===== src/rtl/hilo_commit.sv =====
// MEM/WB pipeline tail for the execute result bus: stages GPR and HI/LO writes under
// stall/flush control, commits HI/LO in WB and exposes both stages as forwarding buses.
module hilo_commit #(
    parameter int unsigned DATA_W = 32,
    parameter int unsigned ADDR_W = 5
) (
    input  logic              clk,
    input  logic              rst,

    input  logic [ADDR_W-1:0] ex_wd_i,
    input  logic              ex_wreg_i,
    input  logic [DATA_W-1:0] ex_wdata_i,
    input  logic [DATA_W-1:0] ex_hi_i,
    input  logic [DATA_W-1:0] ex_lo_i,
    input  logic              ex_whilo_i,

    input  logic [1:0]        stall_i,
    input  logic              flush_i,

    output logic [ADDR_W-1:0] mem_wd_o,
    output logic              mem_wreg_o,
    output logic [DATA_W-1:0] mem_wdata_o,
    output logic [DATA_W-1:0] mem_hi_o,
    output logic [DATA_W-1:0] mem_lo_o,
    output logic              mem_whilo_o,

    output logic [ADDR_W-1:0] wb_wd_o,
    output logic              wb_wreg_o,
    output logic [DATA_W-1:0] wb_wdata_o,
    output logic [DATA_W-1:0] wb_hi_o,
    output logic [DATA_W-1:0] wb_lo_o,
    output logic              wb_whilo_o,

    output logic [DATA_W-1:0] hi_o,
    output logic [DATA_W-1:0] lo_o,
    output logic [15:0]       commit_cnt_o
);

    // MEM stage registers
    logic [ADDR_W-1:0] mem_wd_q, mem_wd_d;
    logic              mem_wreg_q, mem_wreg_d;
    logic [DATA_W-1:0] mem_wdata_q, mem_wdata_d;
    logic [DATA_W-1:0] mem_hi_q, mem_hi_d;
    logic [DATA_W-1:0] mem_lo_q, mem_lo_d;
    logic              mem_whilo_q, mem_whilo_d;

    // WB stage registers
    logic [ADDR_W-1:0] wb_wd_q, wb_wd_d;
    logic              wb_wreg_q, wb_wreg_d;
    logic [DATA_W-1:0] wb_wdata_q, wb_wdata_d;
    logic [DATA_W-1:0] wb_hi_q, wb_hi_d;
    logic [DATA_W-1:0] wb_lo_q, wb_lo_d;
    logic              wb_whilo_q, wb_whilo_d;

    // Committed HI/LO and commit counter
    logic [DATA_W-1:0] hi_q, hi_d;
    logic [DATA_W-1:0] lo_q, lo_d;
    logic [15:0]       cnt_q, cnt_d;
    logic              commit_en;

    // stall 2'b10 behaves like 2'b11 because any set bit holds MEM
    always_comb begin
        mem_wd_d    = mem_wd_q;
        mem_wreg_d  = mem_wreg_q;
        mem_wdata_d = mem_wdata_q;
        mem_hi_d    = mem_hi_q;
        mem_lo_d    = mem_lo_q;
        mem_whilo_d = mem_whilo_q;
        if (flush_i) begin
            mem_wd_d    = '0;
            mem_wreg_d  = 1'b0;
            mem_wdata_d = '0;
            mem_hi_d    = '0;
            mem_lo_d    = '0;
            mem_whilo_d = 1'b0;
        end else if (stall_i == 2'b00) begin
            mem_wd_d    = ex_wd_i;
            mem_wreg_d  = ex_wreg_i;
            mem_wdata_d = ex_wdata_i;
            mem_hi_d    = ex_hi_i;
            mem_lo_d    = ex_lo_i;
            mem_whilo_d = ex_whilo_i;
        end
    end

    // A bubble enters WB when only MEM is held, so the held entry is not duplicated
    always_comb begin
        wb_wd_d    = wb_wd_q;
        wb_wreg_d  = wb_wreg_q;
        wb_wdata_d = wb_wdata_q;
        wb_hi_d    = wb_hi_q;
        wb_lo_d    = wb_lo_q;
        wb_whilo_d = wb_whilo_q;
        if (flush_i || (!stall_i[1] && stall_i[0])) begin
            wb_wd_d    = '0;
            wb_wreg_d  = 1'b0;
            wb_wdata_d = '0;
            wb_hi_d    = '0;
            wb_lo_d    = '0;
            wb_whilo_d = 1'b0;
        end else if (!stall_i[1]) begin
            wb_wd_d    = mem_wd_q;
            wb_wreg_d  = mem_wreg_q;
            wb_wdata_d = mem_wdata_q;
            wb_hi_d    = mem_hi_q;
            wb_lo_d    = mem_lo_q;
            wb_whilo_d = mem_whilo_q;
        end
    end

    // Flush does not block the commit: the WB entry retires on the flushing edge
    assign commit_en = wb_whilo_q & ~stall_i[1];

    always_comb begin
        hi_d  = hi_q;
        lo_d  = lo_q;
        cnt_d = cnt_q;
        if (commit_en) begin
            hi_d  = wb_hi_q;
            lo_d  = wb_lo_q;
            cnt_d = cnt_q + 16'd1;
        end
    end

    always_ff @(posedge clk or negedge rst) begin
        if (!rst) begin
            mem_wd_q    <= '0;
            mem_wreg_q  <= 1'b0;
            mem_wdata_q <= '0;
            mem_hi_q    <= '0;
            mem_lo_q    <= '0;
            mem_whilo_q <= 1'b0;
            wb_wd_q     <= '0;
            wb_wreg_q   <= 1'b0;
            wb_wdata_q  <= '0;
            wb_hi_q     <= '0;
            wb_lo_q     <= '0;
            wb_whilo_q  <= 1'b0;
            hi_q        <= '0;
            lo_q        <= '0;
            cnt_q       <= '0;
        end else begin
            mem_wd_q    <= mem_wd_d;
            mem_wreg_q  <= mem_wreg_d;
            mem_wdata_q <= mem_wdata_d;
            mem_hi_q    <= mem_hi_d;
            mem_lo_q    <= mem_lo_d;
            mem_whilo_q <= mem_whilo_d;
            wb_wd_q     <= wb_wd_d;
            wb_wreg_q   <= wb_wreg_d;
            wb_wdata_q  <= wb_wdata_d;
            wb_hi_q     <= wb_hi_d;
            wb_lo_q     <= wb_lo_d;
            wb_whilo_q  <= wb_whilo_d;
            hi_q        <= hi_d;
            lo_q        <= lo_d;
            cnt_q       <= cnt_d;
        end
    end

    assign mem_wd_o     = mem_wd_q;
    assign mem_wreg_o   = mem_wreg_q;
    assign mem_wdata_o  = mem_wdata_q;
    assign mem_hi_o     = mem_hi_q;
    assign mem_lo_o     = mem_lo_q;
    assign mem_whilo_o  = mem_whilo_q;
    assign wb_wd_o      = wb_wd_q;
    assign wb_wreg_o    = wb_wreg_q;
    assign wb_wdata_o   = wb_wdata_q;
    assign wb_hi_o      = wb_hi_q;
    assign wb_lo_o      = wb_lo_q;
    assign wb_whilo_o   = wb_whilo_q;
    assign hi_o         = hi_q;
    assign lo_o         = lo_q;
    assign commit_cnt_o = cnt_q;

endmodule


===== config.mk =====
export PLATFORM = sky130hd
export DESIGN_NAME = hilo_commit
export DESIGN_NICKNAME = d
export VERILOG_FILES = /design/src/rtl/hilo_commit.sv
export SDC_FILE = /design/constraint.sdc
export NUM_CORES = 1
export LEC_CHECK = 0
export CAP_MARGIN = 20
export CORE_MARGIN = 2
export CORE_UTILIZATION = 39
export DETAILED_ROUTE_END_ITERATION = 16
export GPL_ROUTABILITY_DRIVEN = 0
export PLACE_DENSITY = 0.68
export SKIP_CTS_REPAIR_TIMING = 1
export SYNTH_ARGS = -nofsm -noshare
export SYNTH_HDL_FRONTEND = slang
export SYNTH_SLANG_ARGS = --single-unit

===== constraint.sdc =====
create_clock -name clk -period 1.7 [get_ports clk]
set_clock_uncertainty 0.15 [all_clocks]
set_input_delay 0.255 -clock clk [delete_from_list [all_inputs] [get_ports clk]]
set_output_delay 0.255 -clock clk [all_outputs]
set_load 0.05 [all_outputs]

==> results.tsv, run 1 <==
metric	value	unit
status	completed	
final hold viol count	0	
Synth cell types	27	
#FFs+latches synth	286	
Die ar.	0.0293	mm^2
post-synth top area cell	dfrtp_1	
worst slew pin tran	646	ps
Main synth FF type	dfrtp_1	
antenna-violating nets left	0	
clock sinks	286	
Synth top area share	65.7	%
drt pass-1 iters	4	
Mapped Area	0.0109	mm^2
Tcrit/Tclk final	98.0	%
Layout Area Growth over Synthesis	52.7	%
initial antenna violation count	0	
Data required, critical path	1290	ps
Total Wirelength	34700	um
first-pass GRT wire length	52400	um
Syn Area/Cell	10.2	um^2
crit path kind	flip-flop to primary output	
# fillers	2346	
VDD IR-drop max	0.687	mV
synth top area cells	dfrtp_1 (66%), nand2_1 (14%), a21oi_1 (4.7%)	
asr flop ratio synth	100	%
H-tree depth	1	
CTS tree	done	
Synth Warn #	0	
Post-Syn Instances	1066	
crit path DAT	1260	ps
clk_lat worst skew	560	ps
most frequent cell after synthesis	nand2_1	
vias	9371	
Syn Nets	1175	
core region area	0.0276	mm^2
post-layout net count	1580	
GRT overflow	0	
Die W	171	um
maximum clock frequency	600	MHz
Placed Area	0.0155	mm^2
Final Power	16.1	mW
DR vias/cell	5.00	
DRC	0	
Starting Density	39.4	%
Worst setup EP type	primary output	
Final Setup Violations	0	
vias in the first global route	9222	
max cap viols	0	
I/O pin total	394	
GRT Overall Usage	22.8	%
clock slew at reported path FFs	60	ps
RSZ-0062 raised after global routing	no	
maximum net fanout on the critical path	5	
DP HPWL	24200	um
# port buffers	393	
Pins Over Slew Limit	0	
Pleak	8.28	nW
most instantiated cells after synthesis	nand2_1 (404), dfrtp_1 (286), a21oi_1 (103), nor2_1 (55), a22o_1 (52)	
final instance area	0.0166	mm^2
Hold WC Path Type	input pin to flip-flop	
Worst Path Buf+Inv	2	
crit-path cells	buf_4, buf_12	
pwr dens	965	mW/mm^2
minimum clock period	1670	ps
sequential share of the synthesized area	65.7	%
crit start category	flip-flop	
DRT iter0 DRCs	699	
layout cell share with drive strength beyond 1	27.1	%
CP delay by family, top	flip-flops	
Max Root-Sink Buffers	3	
clock root buffer	clkbuf_16	
slowest stage delay, CP	390	ps
clock buffer count from CTS	31	
r2r setup slk	120	ps
row cnt	61	
Slowest cell on crit path	dfrtp_1	
EDFF count, synth	0	
largest net degree at the start of global routing	92	
Slew headroom	56.8	%
post-layout utilization of the core	60.2	%
Die Y-Extent	171	um
drt wl/cell	18.5	um
==> metal layers <==
metal	wire length [um]	track usage, %
met1	13700	28.7
met2	17200	38.8
met3	3200	7.24
met4	661	4.72
met5	0	0
==> report_power, final <==
part           leakage, nW  total (mW)  switching (mW)  internal (mW)
clock                0.521        6.91            2.78           4.13
sequential            3.94        7.14           0.163           6.97
combinational         3.82        2.01            1.24          0.771
==> registers in the layout, indices dropped and copies added (netlist names), 5 cells and up <==
| signal | cells |
|---|---|
| mem_hi_o | 32 |
| mem_wd_o | 5 |
| mem_lo_o | 32 |
| wb_lo_o | 32 |
| hi_o | 32 |
| mem_wdata_o | 32 |
| lo_o | 32 |
| wb_wdata_o | 32 |
| commit_cnt_o | 16 |
| wb_wd_o | 5 |
| wb_hi_o | 32 |
==> worst register-to-register path: cells and delay by family, from the launching register on <==
| family | cells | cell delay [ps] |
|---|---|---|
| simple gates | 3 | 540 |
| flops | 1 | 430 |
| fa+ha+maj | 1 | 230 |
| xor+xnor | 1 | 160 |
==> final timing paths <==
path	start	to	cells past startpoint
max	commit_cnt_o[6]$_DFFE_PN0P_	commit_cnt_o[6]	2
min	stall_i[1]	wb_wdata_o[11]$_DFFE_PN0P_	3
max reg2reg	commit_cnt_o[1]$_DFFE_PN0P_	commit_cnt_o[12]$_DFFE_PN0P_	5
min reg2reg	lo_o[3]$_DFFE_PN0P_	lo_o[3]$_DFFE_PN0P_	2
max in group asynchronous	rst	mem_wdata_o[4]$_DFFE_PN0P_	3
min in group asynchronous	rst	wb_wreg_o$_DFFE_PN0P_	3
==> cells by family after synthesis <==
| kind of cell | after synthesis | synth area share [%] |
|---|---|---|
| and+or+nand+nor | 481 | 17.3 |
| adders and majority gates | 1 | 0.115 |
| xor gates and xnor gates | 15 | 1.21 |
| AOI/OAI and AO/OA | 206 | 12.4 |
| buffers and inverters | 77 | 3.24 |
| DFF | 286 | 65.7 |
==> stage by stage <==
stage               hold WS [ps]  setup slack (ps)  instances  TNS, ps
detailed placement         -20.0              -177       1812   -21880
floorplan                   -191              5.75       1066        0
global route                79.5              2.51       1874        0
finish                      18.1              34.3       1875        0
global placement           -20.5              -170       1812   -20340
CTS                         -619             -50.1       1870    -75.5
==> layout make-up <==
cell class | instances | area (um^2) | area share [%]
Sequential cell | 286 | 7160 | 43.0
Timing Repair Buffer | 448 | 4520 | 27.1
Multi-Input combinational cell | 703 | 3420 | 20.5
Clock buffer | 48 | 950 | 5.71
Tap cell | 378 | 473 | 2.84
Clock inverter | 10 | 113 | 0.677
Inverter | 1 | 3.75 | 0.0226
Antenna cell | 1 | 2.50 | 0.0150
==> cell usage in the layout, fill, tap and decap left out, types with 11 or more instances in the layout <==
cell type,netlist,routed
a22oi_1,51,51
clkbuf_8,0,11
clkbuf_16,0,31
a22o_1,52,52
a21oi_1,103,103
buf_12,0,70
clkdlybuf4s50_1,0,104
buf_4,2,268
nor2_1,55,55
nand2_1,404,404
dfrtp_1,286,283
(Power assumes the default switching activity.)
==> run 2, diff against run 1 <==
--- a/config.mk
+++ b/config.mk
@@ -6,6 +6,7 @@
 export NUM_CORES = 1
 export LEC_CHECK = 0
 export CAP_MARGIN = 20
+export CORE_ASPECT_RATIO = 0.9
 export CORE_MARGIN = 2
 export CORE_UTILIZATION = 39
 export DETAILED_ROUTE_END_ITERATION = 16
==> run 2 against run 1 <==
Net effect:
- critical endpoint is now commit_cnt_o[0]
- non-clock buffer count rose by 2
- clock power rose by 0.6%
- core utilization decreased by 0.20 points
- register-to-register slack hardly changed
- wire length decreased by 1.3%
- critical path depth stayed put
- critical path type unchanged
- global-route usage grew 0.32 points
==> results.tsv, run 2 (synthesized netlist as in run 1, its figures left out) <==
metric	value	unit
Comb power frac	12.4	%
WHS Path Cells	3	
switching power	4.12	mW
crit start category	flip-flop	
Layout Area Growth over Synthesis	52.7	%
met3 WL post-DR	3030	um
Reg2Reg Depth	5	
Final Power	16.1	mW
Starting Density	39.3	%
largest net degree at the start of global routing	95	
switching share of power	25.6	%
setup TNS	0	ps
internal power	12.0	mW
post-layout utilization of the core	60.0	%
Final Non-Filler Cells	1857	
Critical R2R Launch	commit_cnt_o[1]$_DFFE_PN0P_	
leading cell type in the layout, fill and taps excluded	nand2_1	
Worst setup EP type	primary output	
placed instance count	1798	
worst setup path startpoint	commit_cnt_o[0]$_DFFE_PN0P_	
Die ar.	0.0293	mm^2
most frequent cells in the layout	nand2_1 (404), dfrtp_1 (283), buf_4 (270)	
DR vias/cell	5.03	
final hold viol count	0	
Hold WC Path Type	input pin to flip-flop	
H-tree depth	1	
layout cell share with drive strength beyond 1	27.5	%
clock share of power	43.2	%
maximum net fanout on the critical path	4	
Max Root-Sink Buffers	3	
row cnt	58	
clock slew at reported path FFs	60	ps
Slew headroom	66.0	%
crit path kind	flip-flop to primary output	
r2r setup slk	120	ps
Die Y-Extent	163	um
Pleak	8.30	nW
DRC	0	
Tcrit/Tclk final	97.6	%
post-layout net count	1581	
worst slew pin tran	511	ps
max cap viols	0	
# fillers	2292	
clock sinks	286	
crit path DAT	1250	ps
status	completed	
RSZ-0062 raised after global routing	yes	
met2 WL	16800	um
DP HPWL	24400	um
drt wl/cell	18.5	um
Seq pwr share	44.4	%
antenna-violating nets left	0	
GRT Overall Usage	23.2	%
RR Endpoint	commit_cnt_o[10]$_DFFE_PN0P_	
core region area	0.0277	mm^2
# port buffers	393	
pwr dens	967	mW/mm^2
minimum clock period	1660	ps
initial antenna violation count	2	
first-pass GRT wire length	54200	um
clock buffer count from CTS	30	
GRT overflow	0	
Worst Hold Path EP	wb_hi_o[31]$_DFFE_PN0P_	
CTS tree	done	
Die W	180	um
vias in the first global route	9372	
VDD IR-drop max	0.741	mV
Final WS setup	40.1	ps
Data required, critical path	1290	ps
Final Setup Violations	0	
drt pass-1 iters	5	
DR top layer	met5	
vias	9343	
wire length on met1	13700	um
Pins Over Slew Limit	0	
I/O pin total	394	
worst slack, placed	-274	ps
DRT iter0 DRCs	618	
Total Wirelength	34300	um
clk_lat worst skew	550	ps
maximum clock frequency	602	MHz
HP Start	stall_i[1]	
clock root buffer	clkbuf_16	
==> run 2: stage by stage <==
| stage | cell area, um^2 | hold WS (ps) |
|---|---|---|
| after global routing | 16600 | 76.7 |
| after floorplan | 10900 | -191 |
| after global placement | 15500 | 70.7 |
| after CTS | 16600 | -508 |
| after detailed placement | 15500 | 80.8 |
| final | 16600 | 58.6 |
==> run 2: how the worst max path moves through the flow <==
stage                                    to  slack (ps)
2_1_floorplan  commit_cnt_o[15]$_DFFE_PN0P_           6
3_3_place_gp        mem_hi_o[0]$_DFFE_PN0P_        -260
3_5_place_dp        mem_hi_o[9]$_DFFE_PN0P_        -270
4_1_cts                     commit_cnt_o[0]          -7
5_1_grt                     commit_cnt_o[0]           1
6_report                    commit_cnt_o[0]          40
==> run 2: cell type report <==
type / count / area [um^2] / share of cell area (%)
Antenna cell: 1 / 2.50 / 0.0150
Clock buffer: 39 / 876 / 5.26
Timing Repair Buffer: 450 / 4540 / 27.3
Tap cell: 360 / 450 / 2.71
Multi-Input combinational cell: 703 / 3410 / 20.5
Sequential cell: 286 / 7160 / 43.0
Clock inverter: 17 / 196 / 1.18
Inverter: 1 / 3.75 / 0.0226
==> run 2: power groups by stage <==
stage / registers, mW / clock network, mW / logic, mW
2_1_floorplan: 7.79 / 0 / 0.383
3_3_place_gp: 7.25 / 0 / 2.00
3_5_place_dp: 7.26 / 0 / 2.01
4_1_cts: 7.13 / 7.09 / 2.02
5_1_grt: 7.15 / 7.39 / 2.13
6_report: 7.13 / 6.95 / 2.00
==> run 2: per-layer routing <==
layer  global-route usage, %  up-vias
li1                        -     4345
met1                    30.0     4579
met2                    38.2      368
met3                    7.13       49
met4                    5.79        2
met5                       0        -
==> run 2: worst max-delay path: stages, from the launching register on <==
cell     delay, ps
dfrtp_2        430
buf_6          130
buf_12         140
